$ cat src/rtl/viterbi_pkg.sv
// Shared constants, types and code helpers for the rate-1/2, K=3 hard-decision Viterbi decoder.
// The optional best_metric output is enabled with the VITERBI_PM_OUT_EN macro.
package viterbi_pkg;

   localparam int NUM_STATES = 4;
   localparam int NUM_STEPS  = 8;
   localparam int PM_W       = 6;
   localparam int IN_W       = 2 * NUM_STEPS;

   localparam logic [PM_W-1:0] PM_INF = 6'd32;

   // Generator taps over the register {u_t, u_{t-1}, u_{t-2}}
   localparam logic [2:0] G0 = 3'b100;
   localparam logic [2:0] G1 = 3'b111;

   typedef logic [1:0]            state_t;
   typedef logic [PM_W-1:0]       pm_t;
   typedef logic [NUM_STATES-1:0] surv_t;

   function automatic logic [1:0] branch_out(input logic u, input state_t s);
      logic [2:0] r;
      r = {u, s};
      return {^(r & G0), ^(r & G1)};
   endfunction

   function automatic logic [1:0] hamming2(input logic [1:0] a, input logic [1:0] b);
      logic [1:0] d;
      d = a ^ b;
      return {1'b0, d[1]} + {1'b0, d[0]};
   endfunction

endpackage

$ cat src/rtl/viterbi_if.sv
// Block-level bus of the Viterbi decoder: received block in, decoded bits (and optional
// winning metric when VITERBI_PM_OUT_EN is defined) out.
interface viterbi_if;
   import viterbi_pkg::*;

   logic [IN_W-1:0]      data_in;
   logic [NUM_STEPS-1:0] data_out;
`ifdef VITERBI_PM_OUT_EN
   logic [PM_W-1:0]      best_metric;

   modport master (output data_in, input data_out, input best_metric);
   modport slave  (input data_in, output data_out, output best_metric);
`else
   modport master (output data_in, input data_out);
   modport slave  (input data_in, output data_out);
`endif

endinterface

$ cat src/rtl/viterbi_acs.sv
// One add-compare-select cell: picks the cheaper of two predecessor paths, ties go to pred {a,0}.
module viterbi_acs
   import viterbi_pkg::*;
(
   input  pm_t        pm0,
   input  pm_t        pm1,
   input  logic [1:0] bm0,
   input  logic [1:0] bm1,
   output pm_t        pm_new,
   output logic       dec
);

   pm_t cand0;
   pm_t cand1;

   // Metrics never exceed 48, so the 6-bit sum cannot wrap
   assign cand0  = pm0 + pm_t'(bm0);
   assign cand1  = pm1 + pm_t'(bm1);
   assign dec    = (cand1 < cand0);
   assign pm_new = dec ? cand1 : cand0;

endmodule

$ cat src/rtl/viterbi_decoder_top.sv
// Full-block Viterbi decoder: unrolled 8-step trellis of ACS cells, traceback, and output registers.
// Define VITERBI_PM_OUT_EN to also register the winning path metric on best_metric.
module viterbi_decoder_top
   import viterbi_pkg::*;
(
   input  logic     clk,
   input  logic     rst,
   viterbi_if.slave bus
);

   pm_t   pm   [NUM_STEPS+1][NUM_STATES];
   surv_t surv [NUM_STEPS];

   state_t               best_state;
   logic [NUM_STEPS-1:0] decoded;
   logic [NUM_STEPS-1:0] data_out_p0;

   // Only state 00 is a legal start; the others begin at "infinity"
   assign pm[0][0] = '0;
   assign pm[0][1] = PM_INF;
   assign pm[0][2] = PM_INF;
   assign pm[0][3] = PM_INF;

   for (genvar t = 0; t < NUM_STEPS; t++) begin : g_step
      logic [1:0] rx;
      logic       dec [NUM_STATES];

      assign rx = bus.data_in[IN_W-1-2*t -: 2];

      for (genvar n = 0; n < NUM_STATES; n++) begin : g_state
         localparam int U  = n / 2;
         localparam int A  = n % 2;
         localparam int P0 = 2 * A;
         localparam int P1 = 2 * A + 1;

         logic [1:0] bm0;
         logic [1:0] bm1;

         assign bm0 = hamming2(rx, branch_out(1'(U), state_t'(P0)));
         assign bm1 = hamming2(rx, branch_out(1'(U), state_t'(P1)));

         viterbi_acs u_acs (
            .pm0    (pm[t][P0]),
            .pm1    (pm[t][P1]),
            .bm0    (bm0),
            .bm1    (bm1),
            .pm_new (pm[t+1][n]),
            .dec    (dec[n])
         );
      end

      assign surv[t] = {dec[3], dec[2], dec[1], dec[0]};
   end

   always_comb begin
      pm_t best_pm;
      best_state = '0;
      best_pm    = pm[NUM_STEPS][0];
      // Strict compare keeps the lowest state index on a tie
      for (int s = 1; s < NUM_STATES; s++) begin
         if (pm[NUM_STEPS][s] < best_pm) begin
            best_pm    = pm[NUM_STEPS][s];
            best_state = state_t'(s);
         end
      end
   end

   always_comb begin
      state_t st;
      decoded = '0;
      st      = best_state;
      // State {u,a} came from {a, survivor}; its MSB is the bit decided at that step
      for (int t = NUM_STEPS - 1; t >= 0; t--) begin
         decoded[NUM_STEPS-1-t] = st[1];
         st = {st[0], surv[t][st]};
      end
   end

   // ---- stage 0 -> output register ----
   always_ff @(posedge clk or negedge rst) begin
      if (!rst) begin
         data_out_p0 <= '0;
      end else begin
         data_out_p0 <= decoded;
      end
   end

   assign bus.data_out = data_out_p0;

`ifdef VITERBI_PM_OUT_EN
   pm_t best_metric_p0;

   always_ff @(posedge clk or negedge rst) begin
      if (!rst) begin
         best_metric_p0 <= '0;
      end else begin
         best_metric_p0 <= pm[NUM_STEPS][best_state];
      end
   end

   assign bus.best_metric = best_metric_p0;
`endif

endmodule

$ cat src/flat_wrapper.sv
// flat-port wrapper written by rule: the top's interface ports become plain ports
module viterbi_decoder_top_flat import viterbi_pkg::*;
  (clk, rst, bus_data_in, bus_data_out);
  viterbi_if bus_i ();
  input  logic clk;
  input  logic rst;
  input wire logic [$bits(bus_i.data_in)-1:0] bus_data_in;
  output wire logic [$bits(bus_i.data_out)-1:0] bus_data_out;
  assign bus_i.data_in = bus_data_in;
  assign bus_data_out = bus_i.data_out;
  viterbi_decoder_top u_core (.clk(clk), .rst(rst), .bus(bus_i));
endmodule
$ cat config.mk
export PLATFORM = sky130hd
export DESIGN_NAME = viterbi_decoder_top_flat
export DESIGN_NICKNAME = d
export VERILOG_FILES = /design/src/rtl/viterbi_pkg.sv /design/src/rtl/viterbi_if.sv /design/src/rtl/viterbi_acs.sv /design/src/rtl/viterbi_decoder_top.sv /design/src/flat_wrapper.sv
export SDC_FILE = /design/constraint.sdc
export NUM_CORES = 1
export LEC_CHECK = 0
export ABC_CLOCK_PERIOD_IN_PS = 800
export CORE_MARGIN = 2
export CORE_UTILIZATION = 35
export CTS_BUF_LIST = sky130_fd_sc_hd__clkbuf_8
export CTS_CLUSTER_DIAMETER = 150
export DETAILED_ROUTE_END_ITERATION = 7
export DONT_BUFFER_PORTS = 1
export GPL_ROUTABILITY_DRIVEN = 0
export SLEW_MARGIN = 25
export SYNTH_ARGS = -nofsm -noshare
export SYNTH_HDL_FRONTEND = slang
export SYNTH_SLANG_ARGS = --single-unit
$ cat constraint.sdc
create_clock -name clk -period 0.8 [get_ports clk]
set_clock_uncertainty 0.05 [all_clocks]
set_input_delay 0.08 -clock clk [delete_from_list [all_inputs] [get_ports clk]]
set_output_delay 0.08 -clock clk [all_outputs]
set_load 0.02 [all_outputs]
After elaboration in Yosys (flattened, before gate mapping) --
Index checks and enable logic that the tools add are counted.
Cells by class: add/sub/neg operators 92, order comparisons 41, mux-type cells 49, bitwise operators 24
Operators by type and width (number):
- adder 6 x 2 -> 6 bit | 56
- two-way mux 6 bit | 34
- less-than comparator 6 bit | 33
- adder 1 x 1 -> 2 bit | 32
- adder 6 x 2 -> 6 bit (first input constant) | 4
- less-than comparator 2 x 3 -> 1 bit (second input constant) | 6
- NOT 1 bit | 16
- NOT 2 bit | 8
- binary-select mux 1 bit (select 2 bit) | 6
- less-than comparator 6 x 2 -> 1 bit | 2
- two-way mux 1 bit | 7
- two-way mux 2 bit | 2
Word-level totals: bits in registers 8, bits of input ports 18, output and inout bits 8, word-level logic and storage cells 207

Depth between registers and ports, before layout --
word-level depth 44, depth in mapped cells 120, depth with buffers taken out 113

Modules after synthesis --
From an unflattened synthesis, not the netlist that was laid out.
Second synthesis, totals: cells, all modules 1790, area total of the unflattened synthesis 15650.0 um^2
Modules (own cells, without submodules):
- viterbi_acs at u_core.g_step[3].g_state[3].u_acs ... | instances 17, cells an instance 50, area each 439.2 um^2, seq. area each 0.0 um^2
- viterbi_acs at u_core.g_step[0].g_state[0].u_acs ... | instances 15, cells an instance 50, area each 436.7 um^2, seq. area each 0.0 um^2
- viterbi_decoder_top | instances 1, cells an instance 190, area each 1634.1 um^2, seq. area each 200.2 um^2

Worst setup path after synthesis --
OpenSTA, ideal clock, no wires.
path kind input to register, from input port bus_data_in[12], to register u_core.data_out_p0[7], in the netlist u_core.bus.data_out[7], setup time 86 ps, arrival 21603 ps, data required time 664 ps, slack -20939 ps, stages 116, buffers on the path 8, cells stage by stage inv_1 -> ha_1 -> inv_1 -> ha_1 -> ha_1 -> xor2_1 -> ha_1 -> a21oi_1 -> xor2_1 -> ha_1 -> nor2_1 -> o21bai_1 -> and2_1 -> mux2_2 -> ha_1 -> inv_1 -> fa_1 -> clkbuf_1 -> [... 80 more ...] -> nor2_1 -> nand2_1 -> o21ai_0 -> ha_1 -> a21o_1 -> a21o_1 -> a221oi_1 -> o21ai_1 -> and2_4 -> a221oi_4 -> inv_2 -> a221oi_2 -> o22ai_1 -> and2_1 -> buf_6 -> a21oi_2 -> and4b_1 -> nor3_1
On the way: word-level cells in the longest chain between the ends 41, elaborated cells on any way between the ends 138, those cells by class 60 x add/sub; 31 x order compare; 45 x mux; 2 x bitwise
RTL lines:
- start, declared | line flat_wrapper.sv:7 | input wire logic [$bits(bus_i.data_in)-1:0] bus_data_in;
- NOT 2 bit (no line) or NOT 1 bit (tied branches)
- adder 1 x 1 -> 2 bit | line viterbi_pkg.sv:29 | return {1'b0, d[1]} + {1'b0, d[0]};
- adder 6 x 2 -> 6 bit (on tied branches) | line viterbi_acs.sv:18, viterbi_acs.sv:17
- less-than comparator 6 bit | line viterbi_acs.sv:19 | assign dec = (cand1 < cand0);
- two-way mux 6 bit | line viterbi_acs.sv:20 | assign pm_new = dec ? cand1 : cand0;
- adder 6 x 2 -> 6 bit (on tied branches) | line viterbi_acs.sv:18, viterbi_acs.sv:17
- less-than comparator 6 bit | line viterbi_acs.sv:19
- two-way mux 6 bit | line viterbi_acs.sv:20
- [... 25 more ...]
- named net u_core.decoded[3] | line viterbi_decoder_top.sv:15 | logic [NUM_STEPS-1:0] decoded;
- [... 1 more ...]
- two-way mux 1 bit (implied by the code) | line viterbi_decoder_top.sv:75 | st = {st[0], surv[t][st]};
- binary-select mux 1 bit (select 2 bit) | line viterbi_decoder_top.sv:75
- two-way mux 1 bit (implied by the code) | line viterbi_decoder_top.sv:75
- binary-select mux 1 bit (select 2 bit) | line viterbi_decoder_top.sv:75
- two-way mux 1 bit (implied by the code) | line viterbi_decoder_top.sv:75
- binary-select mux 1 bit (select 2 bit) * | line viterbi_decoder_top.sv:75
- two-way mux 1 bit (implied by the code) * | line viterbi_decoder_top.sv:75
- named net u_core.decoded[7] | line viterbi_decoder_top.sv:15
- end signal, assigned | line viterbi_decoder_top.sv:84 | data_out_p0 <= decoded;
- end, declared | line viterbi_decoder_top.sv:16 | logic [NUM_STEPS-1:0] data_out_p0;
Mark *: on every way through the listed nets, which the timed path passes. The rest lies on a longest branch. The select of a mux whose other input is x is not followed.

Worst setup path after layout --
from input port bus_data_in[15], to register u_core.data_out_p0[7], in the netlist u_core.bus.data_out[7]
On the way: word-level cells in the longest chain between the ends 44, elaborated cells on any way between the ends 150, those cells by class 64 x add/sub; 35 x order compare; 49 x mux; 2 x bitwise
RTL lines (line):
- NOT 2 bit (no line) or NOT 1 bit (tied branches)
- adder 1 x 1 -> 2 bit | viterbi_pkg.sv:29
- adder 6 x 2 -> 6 bit (on tied branches) | viterbi_acs.sv:18, viterbi_acs.sv:17
- less-than comparator 6 bit or less-than comparator 6 x 2 -> 1 bit (tied branches) | viterbi_acs.sv:19
- two-way mux 6 bit | viterbi_acs.sv:20
- adder 6 x 2 -> 6 bit (on tied branches) | viterbi_acs.sv:18, viterbi_acs.sv:17
- less-than comparator 6 bit | viterbi_acs.sv:19
- two-way mux 6 bit | viterbi_acs.sv:20
- [... 28 more ...]
- named net u_core.decoded[3] | viterbi_decoder_top.sv:15
- [... 1 more ...]
- two-way mux 1 bit (implied by the code) | viterbi_decoder_top.sv:75
- binary-select mux 1 bit (select 2 bit) | viterbi_decoder_top.sv:75
- two-way mux 1 bit (implied by the code) | viterbi_decoder_top.sv:75
- binary-select mux 1 bit (select 2 bit) | viterbi_decoder_top.sv:75
- two-way mux 1 bit (implied by the code) | viterbi_decoder_top.sv:75
- binary-select mux 1 bit (select 2 bit) * | viterbi_decoder_top.sv:75
- two-way mux 1 bit (implied by the code) * | viterbi_decoder_top.sv:75
- named net u_core.decoded[7] | viterbi_decoder_top.sv:15
Marked as above.

==> summary.md <==
| Metric | Value |
|---|---|
| Status | finished with violations |
| Failing checks | setup timing |
| Chip height | approximately 200 µm |
| First-pass GRT wire length | roughly 90 mm |
| DRT Pass-1 Iters | 5 |
| Slew @ Worst Pin | 907 ps |
| Post-synth top area share | approximately a fifth |
| Final cell count without fillers | roughly 3,400 |
| Post-synth top flop | dfrtp_1 |
| Mapped Area | about 0.014 mm² |
| RSZ-0062 raised after global routing | true |
| Mux cell area share after synthesis | 5.24% |
| Final Hold Fails | 0 |
| Port Buffers | 0 |
| Detailed Place HPWL | about 48 mm |
| Initial cell density of the core | between 30% and 40% |
| Core Rows | 73 |
| Final antenna-violating net count | 0 |
| Fin crit share | 2490% |
| Fin worst setup slack | -19,130 ps |
| # setup viols final | 10 |
| Max Clk Rate | between 50 and 60 MHz |
| Synth-to-Final Area Change | 70.5% |
| Vias in the first global route | about 18,000 |
| Post-synthesis cell type count | ~120 |
| Max-slew violation count | 0 |
| Worst Hold Slack | 153 ps |
| Critical path class | primary input to register |
| TritonCTS buffer count | 3 |
| Total routed wirelength | about 60 mm |
| CP arrival | about 20,000 ps |
| # DRC | 0 |
| Met1 Use GR | a little under a third |
| Initial antenna violation count | 1 |
| Drt initial violations | about 1,100 |
| Count leader, synth | ha_1 |
| Max-slew headroom | 39.0% |
| Max FFs per register | 8 |
| Critical Path Source Type | primary input |
| Grt met3 use | approximately 2.2% |
| Clk pin slew, worst setup/hold paths | 40 ps |
| Layout cell share with drive strength beyond 1 | 50.5% |
| WL/cell | 17.6 µm |
| CTS Sinks | 8 |
| Largest net degree at the start of global routing | 20 |
| Num ports | 26 |
| Worst path slowest cell | fa_2 |
| Nets@finish | approximately 3,100 |
| Via count | approximately 18,000 |
| All-Layer GR Usage | a little over a quarter |
| Synth Area in Simple Gates | between 20% and 30% |
| Beginning of the critical path | bus_data_in[15] |
| Post-synthesis sequential area ratio | ~1.4% |
| Max H-tree Level | 1 |
| Complex-gate fraction of the synthesized area | between 20% and 30% |
| Die Footprint | about 0.042 mm² |
| Mapped Avg Cell Area | 7.41 µm² |
| Longest Clk Path Bufs | 2 |
| Synth Instances | around 1,900 |
| Asr flop ratio synth | 100% |
| Largest family of logic cells by synthesized area | compound AO/OA/AOI/OAI gates |
| Synth cell count leaders | 241 x ha_1, 186 x inv_1, 162 x nand2_1 |
| CP Max Fanout | 8 |
| Post-Synth XOR/XNOR Area | slightly below 8% |
| Vias per inst | approximately 5.5 |
| Post-synth net total | 2,203 |
| Area leader, netlist | ha_1 |
| Final min period | between 15,000 and 20,000 ps |
| Critical Path Sink Type | register |
| Dpl cells | approximately 3,200 |
| Number of flops mapped to enable cells by yosys | 0 |
| CP Data Required Time | approximately 850 ps |
| Top post-synthesis cells by area | ha_1 21%, fa_1 5.4%, a21oi_1 5.2% |
| CP max stage delay | approximately 530 ps |
| Hold Path Class | primary input to async pin |
| CP dominant cell by count | ha_4 |
| Yosys reg bits | 8 |
| Total of max-cap violations | 0 |
| CTS tree | built |
| Busiest grt layer | met2 |
| Die width | slightly above 200 µm |
| Clock root buffer | clkbuf_8 |
| Adder-Cell Fraction of Synth Area | 27.1% |
| Synth warn | 0 |
| Core ar. | about 0.04 mm² |
| Grt ovf | 0 |
| Met2 global-route usage | roughly half |
## cell usage in the layout, fill, tap and decap left out, types with 46 or more instances in the layout
cell	n
a21oi_1	100
o21ai_0	46
nor2_1	94
a21oi_2	46
ha_1	187
nand2_1	147
inv_1	151
buf_4	958
a21o_1	59
xnor2_1	60
## per-stage QoR
step / utilization [%] / instance area, µm² / setup slack, ps / TNS [ps]
floorplan: - / 15100 / -18900 / -144580
global placement: 53.7 / 21400 / -19150 / -146930
detailed placement: 53.7 / 21400 / -19720 / -150970
CTS: 58.0 / 23100 / -18720 / -143790
global route: 60.5 / 24100 / -19930 / -153160
finish: 60.5 / 24100 / -19130 / -147060
## how the worst max path moves through the flow
stage	to	slack, ps
2_1_floorplan	u_core.bus.data_out[7]$_DFF_PN0_	-18900
3_3_place_gp	u_core.bus.data_out[7]$_DFF_PN0_	-19150
3_5_place_dp	u_core.bus.data_out[7]$_DFF_PN0_	-19720
4_1_cts	u_core.bus.data_out[7]$_DFF_PN0_	-18720
5_1_grt	u_core.bus.data_out[7]$_DFF_PN0_	-19930
6_report	u_core.bus.data_out[7]$_DFF_PN0_	-19130
## final cells by class
type / count / area (µm²)
Timing Repair Buffer: 977 / 7400
Sequential cell: 8 / 209
Clock buffer: 3 / 41.3
Tap cell: 525 / 657
Inverter: 190 / 768
Multi-Input combinational cell: 1651 / 15000
Antenna cell: 1 / 2.50
Fill cell: 3333 / 15700
## what timing repair did
action | in CTS | in global routing
buffers inserted | 126 | 43
hold buffers | 1 | 0
cloned | 0 | 1
resized for setup | 156 | 148
endpoints found under the hold margin | 8 | 0
pin swaps | 144 | 140
setup endpoints to repair | 12 | 16
## logic make-up (layout without fill, tap and decap cells)
| group | count (synthesis) | after routing |
|---|---|---|
| AO/OA/AOI/OAI | 570 | 571 |
| XOR/XNOR | 126 | 126 |
| adder cells (fa/ha/maj) | 284 | 284 |
| buffers and inverters | 248 | 1170 |
| flip-flops | 8 | 8 |
| multiplexers | 68 | 68 |
| other | 0 | 1 |
| AND/OR/NAND/NOR | 602 | 602 |
## critical path: cells and delay by family
family	cells	cell delay, ps
AND/OR/NAND/NOR	19	2820
XOR/XNOR	3	520
multiplexers	3	780
AO/OA/AOI/OAI	46	8810
buffers and inverters	14	1240
adder cells (fa/ha/maj)	21	5700
## metal layers
| layer | wire, µm | part of all wire (%) | vias up |
|---|---|---|---|
| li1 | - | - | 8843 |
| met1 | 23700 | 40 | 8799 |
| met2 | 29400 | 50 | 577 |
| met3 | 2950 | 5.0 | 181 |
| met4 | 3080 | 5.2 | 0 |
| met5 | 0 | 0 | - |
Power is not shown: default switching activity piles up to over one toggle a cycle in this logic, so the estimate is an artifact.
